**config.mk**
```make
export PLATFORM = sky130hd
export DESIGN_NAME = edlo_regfile
export DESIGN_NICKNAME = d
export VERILOG_FILES = /design/src/rtl/edlo_regfile.sv
export SDC_FILE = /design/constraint.sdc
export NUM_CORES = 1
export LEC_CHECK = 0
export CAP_MARGIN = 20
export CORE_MARGIN = 2
export CORE_UTILIZATION = 30
export DETAILED_ROUTE_END_ITERATION = 10
export GPL_TIMING_DRIVEN = 0
export HOLD_SLACK_MARGIN = 0.05
export PLACE_DENSITY = 0.57
export SLEW_MARGIN = 20
export SYNTH_ARGS = -nofsm -noshare
export SYNTH_HDL_FRONTEND = slang
export SYNTH_SLANG_ARGS = --single-unit
```
**constraint.sdc**
```tcl
create_clock -name clk -period 1.58 [get_ports clk]
set_input_delay 0.158 -clock clk [delete_from_list [all_inputs] [get_ports clk]]
set_output_delay 0.158 -clock clk [all_outputs]
set_load 0.01 [all_outputs]
```
**src/rtl/edlo_regfile.sv**
```systemverilog
// ---------------------------------------------------------------------------
// edlo_regfile
//   DEPTH x WIDTH register file with an explicit write strobe, an optional
//   auto-incrementing write pointer, and a synchronous clear. It has two
//   registered read ports with write-first bypass, a sticky address-error
//   flag, and a flat combinational dump of every entry.
//
// Parameters
//   WIDTH  : bits per entry (>= 1)
//   DEPTH  : number of entries (2..256)
//   ADDR_W : address width; DEPTH <= 2**ADDR_W
//
// Ports
//   clk        : clock; all state updates on the rising edge
//   rst_n      : synchronous active-low reset; highest priority
//   clr        : synchronous clear of entries, pointer, err and read data
//   wr_en      : write strobe
//   auto_inc   : 1 = write to the internal pointer; 0 = write to wr_addr
//   ptr_load   : load the pointer from wr_addr (the write also goes to wr_addr)
//   wr_addr    : explicit write address / pointer load value
//   wr_data    : write data
//   rd_addr_a  : read port A address
//   rd_addr_b  : read port B address
//   rd_data_a  : registered read data, port A (1-cycle latency)
//   rd_data_b  : registered read data, port B (1-cycle latency)
//   ptr        : current write pointer
//   err        : sticky out-of-range access flag
//   mem_flat   : all entries; entry i sits at [i*WIDTH +: WIDTH]
// ---------------------------------------------------------------------------
module edlo_regfile #(
  parameter int WIDTH  = 2,
  parameter int DEPTH  = 4,
  parameter int ADDR_W = 2
) (
  input  logic                   clk,
  input  logic                   rst_n,
  input  logic                   clr,
  input  logic                   wr_en,
  input  logic                   auto_inc,
  input  logic                   ptr_load,
  input  logic [ADDR_W-1:0]      wr_addr,
  input  logic [WIDTH-1:0]       wr_data,
  input  logic [ADDR_W-1:0]      rd_addr_a,
  input  logic [ADDR_W-1:0]      rd_addr_b,
  output logic [WIDTH-1:0]       rd_data_a,
  output logic [WIDTH-1:0]       rd_data_b,
  output logic [ADDR_W-1:0]      ptr,
  output logic                   err,
  output logic [WIDTH*DEPTH-1:0] mem_flat
);

  typedef logic [WIDTH-1:0]  word_t;
  typedef logic [ADDR_W-1:0] addr_t;

  word_t mem_q [DEPTH];
  word_t mem_d [DEPTH];
  addr_t ptr_q, ptr_d;
  logic  err_q, err_d;
  word_t rd_a_q, rd_a_d;
  word_t rd_b_q, rd_b_d;

  addr_t ea;       // effective write address
  logic  wr_fire;  // a write actually lands in an entry this cycle

  // When DEPTH == 2**ADDR_W this is always true and err can never set.
  function automatic logic in_range(input addr_t a);
    return 32'(a) < DEPTH;
  endfunction

  always_comb begin
    // NOTE: every variable gets a hold/default value first so that no path
    // through the block leaves it unassigned, which would infer a latch.
    mem_d  = mem_q;
    ptr_d  = ptr_q;
    err_d  = err_q;
    rd_a_d = rd_a_q;
    rd_b_d = rd_b_q;

    // A pointer load redirects this cycle's write to wr_addr as well.
    ea      = ptr_load ? wr_addr : (auto_inc ? ptr_q : wr_addr);
    wr_fire = wr_en && in_range(ea);

    if (clr) begin
      // Clear drops any concurrent write and wins over any error source.
      for (int i = 0; i < DEPTH; i++) mem_d[i] = '0;
      ptr_d  = '0;
      err_d  = 1'b0;
      rd_a_d = '0;
      rd_b_d = '0;
    end else begin
      if (wr_en && !in_range(ea))       err_d = 1'b1;
      if (ptr_load && !in_range(wr_addr)) err_d = 1'b1;
      if (!in_range(rd_addr_a))         err_d = 1'b1;
      if (!in_range(rd_addr_b))         err_d = 1'b1;

      // Reads: write-first bypass, otherwise the stored entry. An
      // out-of-range address matches no entry and reads as zero.
      rd_a_d = '0;
      rd_b_d = '0;
      if (wr_fire && rd_addr_a == ea) begin
        rd_a_d = wr_data;
      end else begin
        for (int i = 0; i < DEPTH; i++)
          if (32'(rd_addr_a) == i) rd_a_d = mem_q[i];
      end
      if (wr_fire && rd_addr_b == ea) begin
        rd_b_d = wr_data;
      end else begin
        for (int i = 0; i < DEPTH; i++)
          if (32'(rd_addr_b) == i) rd_b_d = mem_q[i];
      end

      for (int i = 0; i < DEPTH; i++)
        if (wr_fire && 32'(ea) == i) mem_d[i] = wr_data;

      // The pointer advances even when the write itself was out of range.
      if (ptr_load) begin
        ptr_d = (wr_en && auto_inc) ? wr_addr + addr_t'(1) : wr_addr;
      end else if (wr_en && auto_inc) begin
        ptr_d = (32'(ptr_q) >= DEPTH - 1) ? '0 : ptr_q + addr_t'(1);
      end
    end
  end

  always_ff @(posedge clk) begin
    if (!rst_n) begin
      // NOTE: the entries are architecturally visible through mem_flat and
      // must read as zero after reset, so the array is reset like any flop.
      for (int i = 0; i < DEPTH; i++) mem_q[i] <= '0;
      ptr_q  <= '0;
      err_q  <= 1'b0;
      rd_a_q <= '0;
      rd_b_q <= '0;
    end else begin
      // NOTE: non-blocking assignments so every flop samples the values of
      // the previous cycle regardless of statement order.
      for (int i = 0; i < DEPTH; i++) mem_q[i] <= mem_d[i];
      ptr_q  <= ptr_d;
      err_q  <= err_d;
      rd_a_q <= rd_a_d;
      rd_b_q <= rd_b_d;
    end
  end

  always_comb begin
    mem_flat = '0;
    for (int i = 0; i < DEPTH; i++) mem_flat[i*WIDTH +: WIDTH] = mem_q[i];
  end

  assign rd_data_a = rd_a_q;
  assign rd_data_b = rd_b_q;
  assign ptr       = ptr_q;
  assign err       = err_q;

endmodule

```
==> summary.txt <==
Worst setup path
  – Stages on worst setup path: 1
  – RR Endpoint: rd_data_b[0]
  – Worst Path Required: 1.42 ns
  – CP Max Fanout: 5
  – WP data arrival: ~1.3 ns
  – Startpoint Class: flip-flop
  – WP buf/inv: 1
  – FF-to-FF path depth: 5
  – Crit Path Category: reg2out
  – Worst stage delay on the critical path: between 0.5 and 0.6 ns
  – CP max-delay cell: clkdlybuf4s50_1
  – Delay-heaviest family, CP: buffers and inverters
  – Worst reg2reg setup slack: between 0.15 and 0.2 ns
  – Critical Path End Type: output port
  – Crit-path cells: clkdlybuf4s50_1
  – FF-to-FF Start: ptr[0]

Layout
  – # diodes: 0
  – Layout area overhead: 44.3%
  – Fraction of layout instances using a drive strength above 1: roughly 22%
  – Final std cells w/o fill: 146
  – Final Util: 45.0%
  – Post-route cell area: about 0.0012 sq mm
  – # nets final: 132
  – Fillers: 266

Place
  – Cells after DPL: roughly 140
  – IO buf count: 27
  – Place WS: -0.511 ns
  – Dpl hpwl: between 1500 and 2000 um
  – Placed cell area: 0.00116 sq mm
  – Gpl congestion: 0.780

Synthesis
  – Post-synth EDFFs: 0
  – Syn Nets: 95
  – Synthesized area: 852 sq um
  – Syn Area/Cell: 10.7 sq um
  – Sequential fraction of the synthesis area: between 30% and 40%
  – Commonest register cell after synthesis: dfxtp_1
  – Synth area leaders: dfxtp_1 (33%), mux4_2 (11%), mux2i_1 (9.4%)
  – Commonest cells post-synth: dfxtp_1 (14), nor2_1 (9), mux2i_1 (8), nand2_1 (5)
  – Yosys top cell area share: between 30 and 40%
  – Post-synth ARST share: 0%
  – Most frequent cell after synthesis: dfxtp_1
  – Post-synthesis cell count: 80
  – Seq cells post-synth: 14
  – Ys Warns: 0
  – Distinct cells, synth: 31
  – Top cell type by total area after synthesis: dfxtp_1

STA
  – Worst setup margin: between 0.1 and 0.15 ns
  – # setup viols final: 0
  – Clk_skew: about 0.0047 ns
  – Tmin final: ~1.5 ns
  – Peak Freq: a little under 700 MHz
  – Unrepaired setup endpoints after global routing: no
  – Fin. Hold Viols: 0
  – Max Slew Vio Count: 0
  – Period Utilization, post-route: between 90 and 100%

Power
  – Leak Pwr: 0.000519 uW
  – Peak supply drop: between 0.4 and 0.5 mV
  – Power density cells: around 620 mW/mm^2

Floorplanning
  – Die area: between 0.003 and 0.004 sq mm
  – Horiz. Die Dim: 57.3 um
  – Initial Utilization: around 31%
  – Row count: 19
  – CORE AREA: 0.00273 sq mm
  – # IOs: 29
  – Die Y-Extent: around 57 um

Detailed routing
  – Met1 Wirelength: roughly 870 um
  – Top sig layer: met4
  – Initial DRC count: 8
  – DR WL met2: around 970 um
  – DR WL met3: between 90 and 100 um
  – DR WL/cell: 13.5 um
  – DRT Wirelength: about 2000 um
  – Routed Antenna Nets: 0
  – DRC violations left: 0
  – Routed vias: approximately 750
  – Vias/cell: just over 5
  – Pre-Repair DR Iteration Count: 3

Hold path
  – Worst Hold Endpoint: ptr[0]
  – Depth of the worst hold-timing path: 2
  – Hold/Removal Path Class: in2reg
  – HP Start: ptr_load

Global routing
  – All-Layer GR Usage: around an eighth
  – First-pass GRT wire length: 3250 um
  – Vias in the first global route: slightly above 700
  – Largest net degree at the start of global routing: 11
  – GRT overflow: 0
  – Antenna violations before repair: 0

Clock tree
  – H-Tree Depth: 1
  – Clk sink count: 14
  – Hold_buf cts: 0
  – Root Driver: clkbuf_4
  – Max Buffers Root-to-Sink: 2
  – Clock insertion delay at the later pin of the skew report: between 0.2 and 0.3 ns
  – Worst-path clk slew: ~0.08 ns
  – TritonCTS Buffers: 3
  – CTS tree: yes

Run status
  – Status: complete, no violations

Job
  – Max Cap Viol: 0
## how the worst max path moves through the flow
stage              from      endpoint
2_1_floorplan    ptr[0]   mem_flat[6]
3_3_place_gp   ptr_load  rd_data_a[1]
3_5_place_dp   ptr_load  rd_data_a[0]
4_1_cts        auto_inc  rd_data_b[0]
5_1_grt          ptr[0]        ptr[0]
6_report         ptr[0]        ptr[0]
## timing repair
action                     CTS  global route
setup buffers                5             0
setup endpoints to repair    6             8
gates resized for setup      2             1
pin swaps                    2             0
## cells in the final DEF, fill, tap and decap left out, types with 3 or more instances in the layout
cell type        count
dfxtp_1             14
clkbuf_4             3
buf_4                7
mux4_2               4
a211oi_1             4
clkdlybuf4s50_1     25
nand2_1              5
nor2_1               9
mux2i_1              8
xor2_1               3
## stage by stage
stage / hold WS, ns / total power (uW) / TNS [ns]
3_3_place_gp: 0.536 / 553 / -3.85
4_1_cts: 0.284 / 778 / 0
5_1_grt: 0.325 / 815 / 0
3_5_place_dp: 0.540 / 556 / -3.96
6_report: 0.300 / 765 / 0
2_1_floorplan: 0.253 / 474 / 0
## area by class of cell
cell class | count | area, sq um | area share [%]
sequential | 14 | 280 | 22.8
timing repair buffer | 32 | 309 | 25.1
multi-input combinational | 63 | 559 | 45.5
buffer | 3 | 20.0 | 1.63
clock buffer | 3 | 22.5 | 1.83
tap | 31 | 38.8 | 3.15
## sequential cells by signal (all words and copies together), names as in the netlist
signal and flops:
mem_flat 8, ptr 2, rd_data_a 2, rd_data_b 2
## metal layers
layer | GRT usage (%) | vias to the layer above
met5 | 0 | -
met1 | 15.5 | 359
met3 | 3.40 | 4
li1 | - | 365
met2 | 21.3 | 20
met4 | 5.98 | 0
## logic make-up after synthesis
family,count (synthesis),synth area share [%]
other,1,0.440
and+or+nand+nor,29,19.1
xor gates and xnor gates,6,7.05
muxes,14,25.3
AOI/OAI and AO/OA,12,11.5
adders and majority gates,1,1.47
DFF,14,32.9
buffers and inverters,3,2.35
## where the power goes
part	leakage, uW	switching (uW)	total, uW	internal, uW
Sequential	0.000113	8.01	369	361
Combinational	0.000392	87.4	196	109
Clock	0.0000138	112	201	88.4
Note: power is estimated with default switching activity, not from simulation.
